===== src/rtl/ddc_seq_pkg.sv =====
// Shared types and constants for the DDC time-out PIO irq sequencer.
// DDC_SEQ_TIMESTAMP_EN widens each event with a 32-bit cycle timestamp.
package ddc_seq_pkg;

  localparam int DDC_W = 26;

`ifdef DDC_SEQ_TIMESTAMP_EN
  localparam int TS_W = 32;
  localparam int EV_W = TS_W + 2 * DDC_W;
`else
  localparam int EV_W = 2 * DDC_W;
`endif

  // PIO register map
  localparam logic [1:0] PIO_DATA = 2'd0;
  localparam logic [1:0] PIO_MASK = 2'd2;
  localparam logic [1:0] PIO_EDGE = 2'd3;

  typedef enum logic [2:0] {
    ST_INIT,
    ST_IDLE,
    ST_RD_CAP,
    ST_RD_DAT,
    ST_SMP_DAT,
    ST_CLR,
    ST_PUSH
  } state_e;

  typedef struct packed {
    logic        cs;
    logic        write_n;
    logic [1:0]  addr;
    logic [31:0] wdata;
  } bus_cmd_t;

  localparam bus_cmd_t BUS_IDLE = '{cs: 1'b0, write_n: 1'b1, addr: 2'd0, wdata: 32'd0};

  function automatic bus_cmd_t bus_cmd(input logic cs, input logic write_n,
                                       input logic [1:0] addr, input logic [31:0] wdata);
    bus_cmd_t c;
    c.cs      = cs;
    c.write_n = write_n;
    c.addr    = addr;
    c.wdata   = wdata;
    return c;
  endfunction

endpackage


===== src/rtl/ddc_time_irq_sequencer_if.sv =====
// Avalon-MM bus between the sequencer (master) and the time-out PIO (slave).
interface ddc_time_irq_sequencer_if;
  logic [1:0]  avm_address;
  logic        avm_chipselect;
  logic        avm_write_n;
  logic [31:0] avm_writedata;
  logic [31:0] avm_readdata;

  modport master (
    output avm_address, avm_chipselect, avm_write_n, avm_writedata,
    input  avm_readdata
  );

  modport slave (
    input  avm_address, avm_chipselect, avm_write_n, avm_writedata,
    output avm_readdata
  );
endinterface


===== src/rtl/ddc_seq_fifo.sv =====
// First-word fall-through sync FIFO; pointers carry an extra wrap bit so
// full/empty come straight from a compare.
module ddc_seq_fifo #(
  parameter int DEPTH = 8,
  parameter int WIDTH = 52
) (
  input  logic             clk,
  input  logic             reset,
  input  logic             push,
  input  logic [WIDTH-1:0] wdata,
  input  logic             pop,
  output logic [WIDTH-1:0] rdata,
  output logic             full,
  output logic             empty
);

  localparam int AW = $clog2(DEPTH);

  logic [WIDTH-1:0] mem [DEPTH];
  logic [AW:0]      wptr;
  logic [AW:0]      rptr;
  logic             do_pop;
  logic             do_push;

  assign empty = (wptr == rptr);
  assign full  = (wptr[AW] != rptr[AW]) && (wptr[AW-1:0] == rptr[AW-1:0]);

  // A pop in the same cycle frees the slot the push lands in.
  assign do_pop  = pop & ~empty;
  assign do_push = push & (~full | do_pop);

  assign rdata = mem[rptr[AW-1:0]];

  always_ff @(posedge clk) begin
    if (reset) begin
      wptr <= '0;
      rptr <= '0;
    end else begin
      if (do_push) wptr <= wptr + (AW+1)'(1);
      if (do_pop)  rptr <= rptr + (AW+1)'(1);
    end
  end

  always_ff @(posedge clk) begin
    if (do_push) mem[wptr[AW-1:0]] <= wdata;
  end

endmodule


===== src/rtl/ddc_time_irq_sequencer.sv =====
// Services the DDC time-out PIO edge-capture irq and queues {capture,data} events.
// Optional DDC_SEQ_TIMESTAMP_EN prepends a free-running cycle stamp to each event.
module ddc_time_irq_sequencer
  import ddc_seq_pkg::*;
#(
  parameter logic [25:0] IRQ_MASK   = 26'h3FFFFFF,
  parameter int          FIFO_DEPTH = 8,
  parameter int          OVF_W      = 16
) (
  input  logic                            clk,
  input  logic                            reset,
  input  logic                            enable,
  input  logic                            pio_irq,
  ddc_time_irq_sequencer_if.master        avm,
  output logic                            ev_valid,
  input  logic                            ev_ready,
  output logic [EV_W-1:0]                 ev_data,
  output logic [OVF_W-1:0]                overflow_cnt,
  output logic                            busy
);

  state_e           state;
  state_e           state_nxt;
  bus_cmd_t         cmd;
  bus_cmd_t         bus_q;
  logic [DDC_W-1:0] cap_r;
  logic [DDC_W-1:0] dat_r;
  logic             push;
  logic             full;
  logic             empty;
  logic             ovf_hit;
  logic             start_seq;
  logic [EV_W-1:0]  push_data;
  logic             unused_rd;

  always_ff @(posedge clk) begin
    if (reset) state <= ST_INIT;
    else       state <= state_nxt;
  end

  always_comb begin
    state_nxt = state;
    cmd       = BUS_IDLE;
    case (state)
      ST_INIT: begin
        cmd       = bus_cmd(1'b1, 1'b0, PIO_MASK, {6'b0, IRQ_MASK});
        state_nxt = ST_IDLE;
      end
      ST_IDLE: begin
        if (enable && pio_irq) state_nxt = ST_RD_CAP;
      end
      ST_RD_CAP: begin
        cmd       = bus_cmd(1'b1, 1'b1, PIO_EDGE, 32'd0);
        state_nxt = ST_RD_DAT;
      end
      ST_RD_DAT: begin
        cmd       = bus_cmd(1'b1, 1'b1, PIO_DATA, 32'd0);
        state_nxt = ST_SMP_DAT;
      end
      ST_SMP_DAT: begin
        // An irq with nothing captured is spurious: skip the clear and the push.
        state_nxt = (cap_r == '0) ? ST_IDLE : ST_CLR;
      end
      ST_CLR: begin
        cmd       = bus_cmd(1'b1, 1'b0, PIO_EDGE, 32'd0);
        state_nxt = ST_PUSH;
      end
      ST_PUSH: begin
        state_nxt = ST_IDLE;
      end
      default: begin
        state_nxt = ST_INIT;
      end
    endcase
  end

  // Bus is held idle while reset is high even though the state reads INIT.
  assign bus_q              = reset ? BUS_IDLE : cmd;
  assign avm.avm_chipselect = bus_q.cs;
  assign avm.avm_write_n    = bus_q.write_n;
  assign avm.avm_address    = bus_q.addr;
  assign avm.avm_writedata  = bus_q.wdata;

  assign unused_rd = ^avm.avm_readdata[31:DDC_W];

  // PIO readdata lags the address by one cycle.
  always_ff @(posedge clk) begin
    if (reset) begin
      cap_r <= '0;
      dat_r <= '0;
    end else begin
      if (state == ST_RD_DAT)  cap_r <= avm.avm_readdata[DDC_W-1:0];
      if (state == ST_SMP_DAT) dat_r <= avm.avm_readdata[DDC_W-1:0];
    end
  end

  assign start_seq = (state == ST_IDLE) && (state_nxt == ST_RD_CAP);

`ifdef DDC_SEQ_TIMESTAMP_EN
  logic [TS_W-1:0] ts_cnt;
  logic [TS_W-1:0] ts_r;

  always_ff @(posedge clk) begin
    if (reset) begin
      ts_cnt <= '0;
      ts_r   <= '0;
    end else begin
      ts_cnt <= ts_cnt + TS_W'(1);
      if (start_seq) ts_r <= ts_cnt;
    end
  end

  assign push_data = {ts_r, cap_r, dat_r};
`else
  logic unused_start;
  assign unused_start = start_seq;
  assign push_data    = {cap_r, dat_r};
`endif

  assign push    = (state == ST_PUSH);
  assign ovf_hit = push & full & ~ev_ready;

  ddc_seq_fifo #(
    .DEPTH (FIFO_DEPTH),
    .WIDTH (EV_W)
  ) u_fifo (
    .clk   (clk),
    .reset (reset),
    .push  (push),
    .wdata (push_data),
    .pop   (ev_ready),
    .rdata (ev_data),
    .full  (full),
    .empty (empty)
  );

  assign ev_valid = ~empty;
  assign busy     = (state != ST_IDLE);

  always_ff @(posedge clk) begin
    if (reset)
      overflow_cnt <= '0;
    else if (ovf_hit && (overflow_cnt != '1))
      overflow_cnt <= overflow_cnt + OVF_W'(1);
  end

endmodule

===== src/flat_wrapper.sv =====
// flat-port wrapper written by rule: the top's interface ports become plain ports
module ddc_time_irq_sequencer_flat import ddc_seq_pkg::*;
#(
  parameter logic [25:0] IRQ_MASK   = 26'h3FFFFFF,
  parameter int          FIFO_DEPTH = 8,
  parameter int          OVF_W      = 16
)
  (clk, reset, enable, pio_irq, ev_valid, ev_ready, ev_data, overflow_cnt, busy, avm_avm_address, avm_avm_chipselect, avm_avm_write_n, avm_avm_writedata, avm_avm_readdata);
  ddc_time_irq_sequencer_if avm_i ();
  input  logic clk;
  input  logic reset;
  input  logic enable;
  input  logic pio_irq;
  output logic ev_valid;
  input  logic ev_ready;
  output logic [EV_W-1:0] ev_data;
  output logic [OVF_W-1:0] overflow_cnt;
  output logic busy;
  output wire logic [$bits(avm_i.avm_address)-1:0] avm_avm_address;
  output wire logic [$bits(avm_i.avm_chipselect)-1:0] avm_avm_chipselect;
  output wire logic [$bits(avm_i.avm_write_n)-1:0] avm_avm_write_n;
  output wire logic [$bits(avm_i.avm_writedata)-1:0] avm_avm_writedata;
  input wire logic [$bits(avm_i.avm_readdata)-1:0] avm_avm_readdata;
  assign avm_avm_address = avm_i.avm_address;
  assign avm_avm_chipselect = avm_i.avm_chipselect;
  assign avm_avm_write_n = avm_i.avm_write_n;
  assign avm_avm_writedata = avm_i.avm_writedata;
  assign avm_i.avm_readdata = avm_avm_readdata;
  ddc_time_irq_sequencer #(.IRQ_MASK(IRQ_MASK), .FIFO_DEPTH(FIFO_DEPTH), .OVF_W(OVF_W)) u_core (.clk(clk), .reset(reset), .enable(enable), .pio_irq(pio_irq), .avm(avm_i), .ev_valid(ev_valid), .ev_ready(ev_ready), .ev_data(ev_data), .overflow_cnt(overflow_cnt), .busy(busy));
endmodule

===== config.mk =====
export PLATFORM = sky130hd
export DESIGN_NAME = ddc_time_irq_sequencer_flat
export DESIGN_NICKNAME = d
export VERILOG_FILES = /design/src/rtl/ddc_seq_pkg.sv /design/src/rtl/ddc_time_irq_sequencer_if.sv /design/src/rtl/ddc_seq_fifo.sv /design/src/rtl/ddc_time_irq_sequencer.sv /design/src/flat_wrapper.sv
export SDC_FILE = /design/constraint.sdc
export NUM_CORES = 1
export LEC_CHECK = 0
export BUFFER_PORTS_ARGS = -buffer_cell sky130_fd_sc_hd__buf_2
export CORE_UTILIZATION = 30
export CTS_CLUSTER_SIZE = 12
export DETAILED_ROUTE_END_ITERATION = 10
export GPL_TIMING_DRIVEN = 1
export PLACE_DENSITY = 0.48
export SYNTH_ARGS = -nofsm -noshare
export SYNTH_HDL_FRONTEND = slang
export SYNTH_SLANG_ARGS = --single-unit

===== constraint.sdc =====
create_clock -name clk -period 9.5 [get_ports clk]
set_input_delay 1.9 -clock clk [delete_from_list [all_inputs] [get_ports clk]]
set_output_delay 1.9 -clock clk [all_outputs]
set_load 0.05 [all_outputs]

## Word level (Yosys, flattened, before mapping)

Memories as Yosys holds them, arrays and structs flattened. A register that Yosys moved wholly into a read port is not among the register bits.
Cells that the tools add are included.

- Add/sub/neg operators: 3
- Equal/unequal tests: 12
- Muxes and demuxes: 9
- Bitwise operators: 8
- Reduce and logical (&&, ||, !) cells: 6

Operators with widths:

| kind | number |
|---|---|
| 36-bit one-hot mux with 4 select lines | 1 |
| 36-bit two-way mux | 1 |
| 26-bit zero test | 1 |
| 3-bit one-hot mux with 6 select lines | 1 |
| 16-bit by 1-bit adder with 16-bit output, second input constant | 1 |
| 16-bit != test, second input constant | 1 |
| 3-bit two-way mux | 4 |
| 3-bit equality test, second input constant | 3 |
| 4-bit by 1-bit adder with 4-bit output, second input constant | 2 |
| 3-bit by 2-bit equality test with 1-bit output, second input constant | 2 |
| 1-bit bitwise AND | 4 |
| 4-bit equality test | 1 |
| 3-bit by 1-bit equality test with 1-bit output, second input constant | 1 |
| 3-bit equality test | 1 |
| 1-bit logical AND | 3 |
| 3-bit zero test | 1 |
| 3-bit by 1-bit != test with 1-bit output, second input constant | 1 |
| 1-bit NOT | 3 |
| 1-bit two-way mux | 2 |
| 2-bit by 1-bit != test with 1-bit output, second input constant | 1 |
| 2-bit OR reduction | 1 |
| 1-bit != test | 1 |
| 1-bit bitwise OR | 1 |

- Register bits: 79
- Memory bits (writable): 416
- Bits of input ports: 37
- Output and inout port bits: 106
- Logic and storage cells: 45
- Memories kept: 1

Memories:

| memory | depth | bits a word | read ports | clocked after Yosys merged registers in | wr ports | RTL line | source |
|---|---|---|---|---|---|---|---|
| u_core.u_fifo.mem | 8 | 52 | 1 | 1 | 1 | ddc_seq_fifo.sv:19 | `logic [WIDTH-1:0] mem [DEPTH];` |

## Longest topological paths before layout

- Depth in word-level cells: 7
- Mapped depth: 8

## Modules after synthesis

From an unflattened synthesis, not the netlist that was laid out.

- Cell total of the unflattened synthesis: 1069
- Area, all modules: 19362.3 µm²

Modules (own cells, without submodules):

| module | instances | cells an instance | area each (µm²) |
|---|---|---|---|
| ddc_seq_fifo | 1 | 673 | 16243.1 |
| ddc_time_irq_sequencer | 1 | 396 | 3119.2 |

## Least setup slack after synthesis

OpenSTA, ideal clock, no wires.

- Path kind: input to register
- Start point: in ev_ready
- End point: mem u_core.u_fifo.mem[4][0] (enable)
- Setup time: 0.609 ns
- Data arrival time: 7.553 ns
- Slack: 1.338 ns
- Cell stages on the path: 4
- Path buffers: 0
- Cell sequence: nor2_1 > nand2_1 > nand2_1 > nor4b_1

- Longest elaborated chain between the ends: 5

Ends and longest elaborated chain:

| element | RTL line | source |
|---|---|---|
| from (decl) | flat_wrapper.sv:15 | `input logic ev_ready;` |
| 1-bit bitwise AND | ddc_seq_fifo.sv:29 | `assign do_pop = pop & ~empty;` |
| 1-bit bitwise OR | ddc_seq_fifo.sv:30 | `assign do_push = push & (~full \| do_pop);` |
| 1-bit bitwise AND | ddc_seq_fifo.sv:30 |  |
| 1-bit two-way mux | ddc_seq_fifo.sv:45 | `if (do_push) mem[wptr[AW-1:0]] <= wdata;` |
| 1-bit two-way mux (implied by the code) | ddc_seq_fifo.sv:45 |  |
| to (decl) | ddc_seq_fifo.sv:19 |  |

Every way passes these cells.

## Final worst setup path

- Start point: in reset
- End point: out avm_avm_write_n

- Longest elaborated chain between the ends: 1

Ends and longest elaborated chain:

| element | RTL line | source |
|---|---|---|
| from (decl) | flat_wrapper.sv:11 | `input logic reset;` |
| 36-bit two-way mux | ddc_time_irq_sequencer.sv:78 | `assign bus_q = reset ? BUS_IDLE : cmd;` |
| to (decl) | flat_wrapper.sv:21 | `output wire logic [$bits(avm_i.avm_write_n)-1:0] avm_avm_write_n;` |

Every way passes these cells.

==> impl_metrics.tcl <==
set metrics [dict create \
    run_status "finished, final reports clean" \
    startpoint "reset" \
    cts_max_path_buffers 3 \
    setup_viol_count_final 0 \
    areaGrowthSynthToFinish_pct 16.0 \
    worst_skew_pair.late_latency_ps 590 \
    clock_power_share_pct 44.5 \
    nets 1215 \
    clock_sink_count 498 \
    timing.setup.tns_ps 0 \
    slew_violations 0 \
    power_per_cell_area_nw_per_um2 198 \
    largest_net_degree_at_the_start_of_global_routing 90 \
    power.net_switching_uw 919 \
    list_of_cells_traversed_by_the_critical_path "buf_4 -> nor4_2 -> buf_4 -> or2_2 -> nand2b_1 -> buf_2" \
    syn_inst 1058 \
    floorplan.initialDensity_pct 30.5 \
    period_minus_slack_ps 5520 \
    dr_total_vias 9697 \
    timing.reg2reg.worst_path_depth 6 \
    hold-worst-slack_ps 490 \
    post_cts_resized 0 \
    syn-mean-instance-area_um2 18.2 \
    cts.reportedPaths.clkPinSlew_ps 60 \
    worst_pin_slew_ps 1120 \
    dpl_cell_area_um2 20700 \
    vdd_ir_drop_max_mv 0.115 \
    rows 92 \
    clock_tree.root_cell "sky130_fd_sc_hd__clkbuf_16" \
    cp_top_family "buffers and inverters" \
    grt_remaining_overflow 0 \
    gp_routability_congestion 0.701 \
    critical_path.max_fanout 89 \
    sequential_cell_area_fraction_in_the_yosys_report_pct 73.4 \
    post_drt_wl_per_cell_um 21.5 \
    detail_route.drc_violations 0 \
    power.share.combinational_pct 2.3 \
    synth.distinct_cells 47 \
    cts_inserted_buffers 52 \
    synth-main-ff-cell "sky130_fd_sc_hd__edfxtp_1" \
    final-instance-count-excl-fill 2064 \
    worstPathArrival_ps 3620 \
    die-area_um2 65200 \
    synth_enable_flop_cells 416 \
    share_of_flip_flops_with_an_asynchronous_set_or_reset_pct 0 \
    slew-limit-headroom_pct 24.9 \
    dr.first_iter.drc_count 517 \
    rsz0062_at_grt "no" \
    final_layout_size_suffix_gt1_share_pct 33.0 \
    crit-reg2reg-launch "u_core.u_fifo.wptr[2]$_SDFFE_PP0P_" \
    core_um2 63200 \
    post_syn_area_um2 19200 \
    yosys.area.top_type "sky130_fd_sc_hd__edfxtp_1" \
    finalCritPeriodShare_pct 58.1 \
    timing.critical_path.from_type "input pin" \
    fp.dieW_um 255 \
    critPathSlowestCell "sky130_fd_sc_hd__buf_4" \
    floorplan.die.height_um 255 \
    antenna_found_initial 3 \
    postRouteWirelength_um 44500 \
    cp.depth 6 \
    timing.reg2reg.setup_slack_ps 6390 \
    critPathMaxStageDelay_ps 770 \
    drv_cap 0 \
    crit_top_cell "sky130_fd_sc_hd__buf_4" \
    maxClockFrequency_ghz 0.181 \
    cp.required_ps 7600 \
    worst_hold_path_type "register to register" \
    boundaryPins 143 \
    setup.worst_path.end_class "primary output" \
    vias_in_the_first_global_route 10100 \
    switching_share_pct 20.7 \
    p_leak_uw 0.00717 \
    timing.clock.skew_ps 20.3 \
    min_from "u_core.overflow_cnt[4]$_SDFFE_PP0P_" \
    seq_power_share_pct 53.1 \
    class_of_the_most_critical_setup_path "input pin to primary output" \
    final_design_area_no_fill_um2 22300 \
    placement.io_buffers 130 \
    rr_endpoint "u_core.u_fifo.mem[6][50]$_DFFE_PP_" \
    leading_post_synthesis_cells_by_cell_area "sky130_fd_sc_hd__edfxtp_1, sky130_fd_sc_hd__mux4_2, sky130_fd_sc_hd__dfxtp_1" \
    final_power_uw 4430 \
    post_cts_buffers 0 \
    tritoncts "done" \
    drt.antenna.violating_nets 0 \
    power.internal_uw 3510 \
    place.detailed.hpwl_um 22900 \
    viasPerCell 4.70 \
    grt_first_pass_wirelength_um 65500 \
    drt_first_pass_iters 5 \
    synth_warnings 0 \
    ys_ff_latch 498 \
    yosys.area.top_type_share_pct 64.9 \
    postCtsHoldBufs 0 \
    termination_of_the_worst_setup_path "avm_avm_write_n" \
    placed_cells 1967 \
    cts_htree_levels 2 \
    hold_viol_final 0 \
    path_buf_inv 3 \
    groute.usage.overall_pct 13.8 \
]
-- flip-flops by register name (all words and copies together), names as in the netlist, named ones only --
signal	count
u_core.dat_r	26
u_core.u_fifo.wptr	4
u_core.u_fifo.mem	416
u_core.overflow_cnt	16
u_core.u_fifo.rptr	4
u_core.state	3
u_core.cap_r	26
-- layout by cell type (no fill, tap or decap), types with 4 or more instances in the layout --
cell type and count:
sky130_fd_sc_hd__buf_4 18, sky130_fd_sc_hd__clkbuf_16 52, sky130_fd_sc_hd__nand2_1 120, sky130_fd_sc_hd__nor2b_1 9, sky130_fd_sc_hd__nand3_1 8, sky130_fd_sc_hd__and3_1 5
sky130_fd_sc_hd__clkinv_2 4, sky130_fd_sc_hd__dfxtp_1 79, sky130_fd_sc_hd__edfxtp_1 416, sky130_fd_sc_hd__nand2b_1 4, sky130_fd_sc_hd__mux4_2 104, sky130_fd_sc_hd__clkbuf_1 21
sky130_fd_sc_hd__buf_2 129, sky130_fd_sc_hd__nor2_1 15, sky130_fd_sc_hd__xnor2_1 4, sky130_fd_sc_hd__or4_1 7, sky130_fd_sc_hd__o21ai_0 6, sky130_fd_sc_hd__nor4_1 10
sky130_fd_sc_hd__clkbuf_8 10, sky130_fd_sc_hd__o31ai_1 7, sky130_fd_sc_hd__conb_1 6, sky130_fd_sc_hd__a21oi_1 70, sky130_fd_sc_hd__mux2_2 56
-- metrics by stage --
stage / utilization, % / setup slack (ps)
global placement: 32.7 / 3950
CTS: 35.3 / 3940
floorplan: - / 1340
finish: 35.3 / 3980
detailed placement: 32.7 / 3950
global route: 35.3 / 3820
-- tightest hold or removal path, stage by stage, from the launching register on --
cell	delay, ps
sky130_fd_sc_hd__dfxtp_1	320
sky130_fd_sc_hd__o31ai_1	70
sky130_fd_sc_hd__a21oi_1	50
-- layer usage --
metal | up-vias | routed length [um] | global-route usage [%]
met3 | 63 | 2070 | 2.91
met5 | - | 17 | 0
met1 | 5085 | 20200 | 18.6
met4 | 4 | 930 | 3.90
li1 | 4359 | - | -
met2 | 186 | 21300 | 22.4
-- synth_stat cells, drive strengths merged, types with 4 or more instances --
cell,instances
nor2b,10
a21oi,71
clkbuf,32
mux4,104
buf,57
nor2,15
nor4,12
or4,7
o31ai,7
dfxtp,82
nand3,9
o21ai,6
nand2,120
edfxtp,416
xor2,5
nand2b,4
xnor2,4
mux2,58
and3,5
-- area by class of cell --
class | instances | area, um2
fill | 5979 | 40900
sequential | 498 | 14100
multi-input combinational | 474 | 4690
clock buffer | 83 | 1520
tap | 846 | 1060
timing repair buffer | 147 | 781
clock inverter | 13 | 133
inverter | 2 | 7.51
antenna | 1 | 2.50
-- how the worst min path moves through the flow --
stage / to / slack (ps) / depth (start not counted)
CTS: u_core.overflow_cnt[4]$_SDFFE_PP0P_ / 490 / 2
finish: u_core.overflow_cnt[4]$_SDFFE_PP0P_ / 490 / 2
floorplan: u_core.u_fifo.rptr[3]$_SDFFE_PP0N_ / 490 / 2
global route: u_core.overflow_cnt[4]$_SDFFE_PP0P_ / 520 / 2
detailed placement: u_core.overflow_cnt[4]$_SDFFE_PP0P_ / 480 / 2
global placement: u_core.overflow_cnt[4]$_SDFFE_PP0P_ / 480 / 2
-- power groups by stage --
stage / logic [uW] / clock network, uW / registers [uW]
after floorplan: 89.8 / 0 / 2400
after global placement: 104 / 0 / 2400
after detailed placement: 104 / 0 / 2400
after CTS: 105 / 2030 / 2350
after global routing: 109 / 2110 / 2350
final: 103 / 1970 / 2360
-- cells by family (layout without fill, tap and decap cells) --
family | Yosys count | after routing | synth area share, %
XOR/XNOR | 9 | 9 | 0.488
AND/OR/NAND/NOR | 204 | 204 | 5.12
adder cells (fa/ha/maj) | 3 | 3 | 0.195
flip-flops | 498 | 498 | 73.4
AO/OA/AOI/OAI | 89 | 89 | 2.54
buffers and inverters | 91 | 245 | 2.59
multiplexers | 163 | 163 | 15.6
other | 1 | 7 | 0.0195
(Power assumes the default switching activity.)
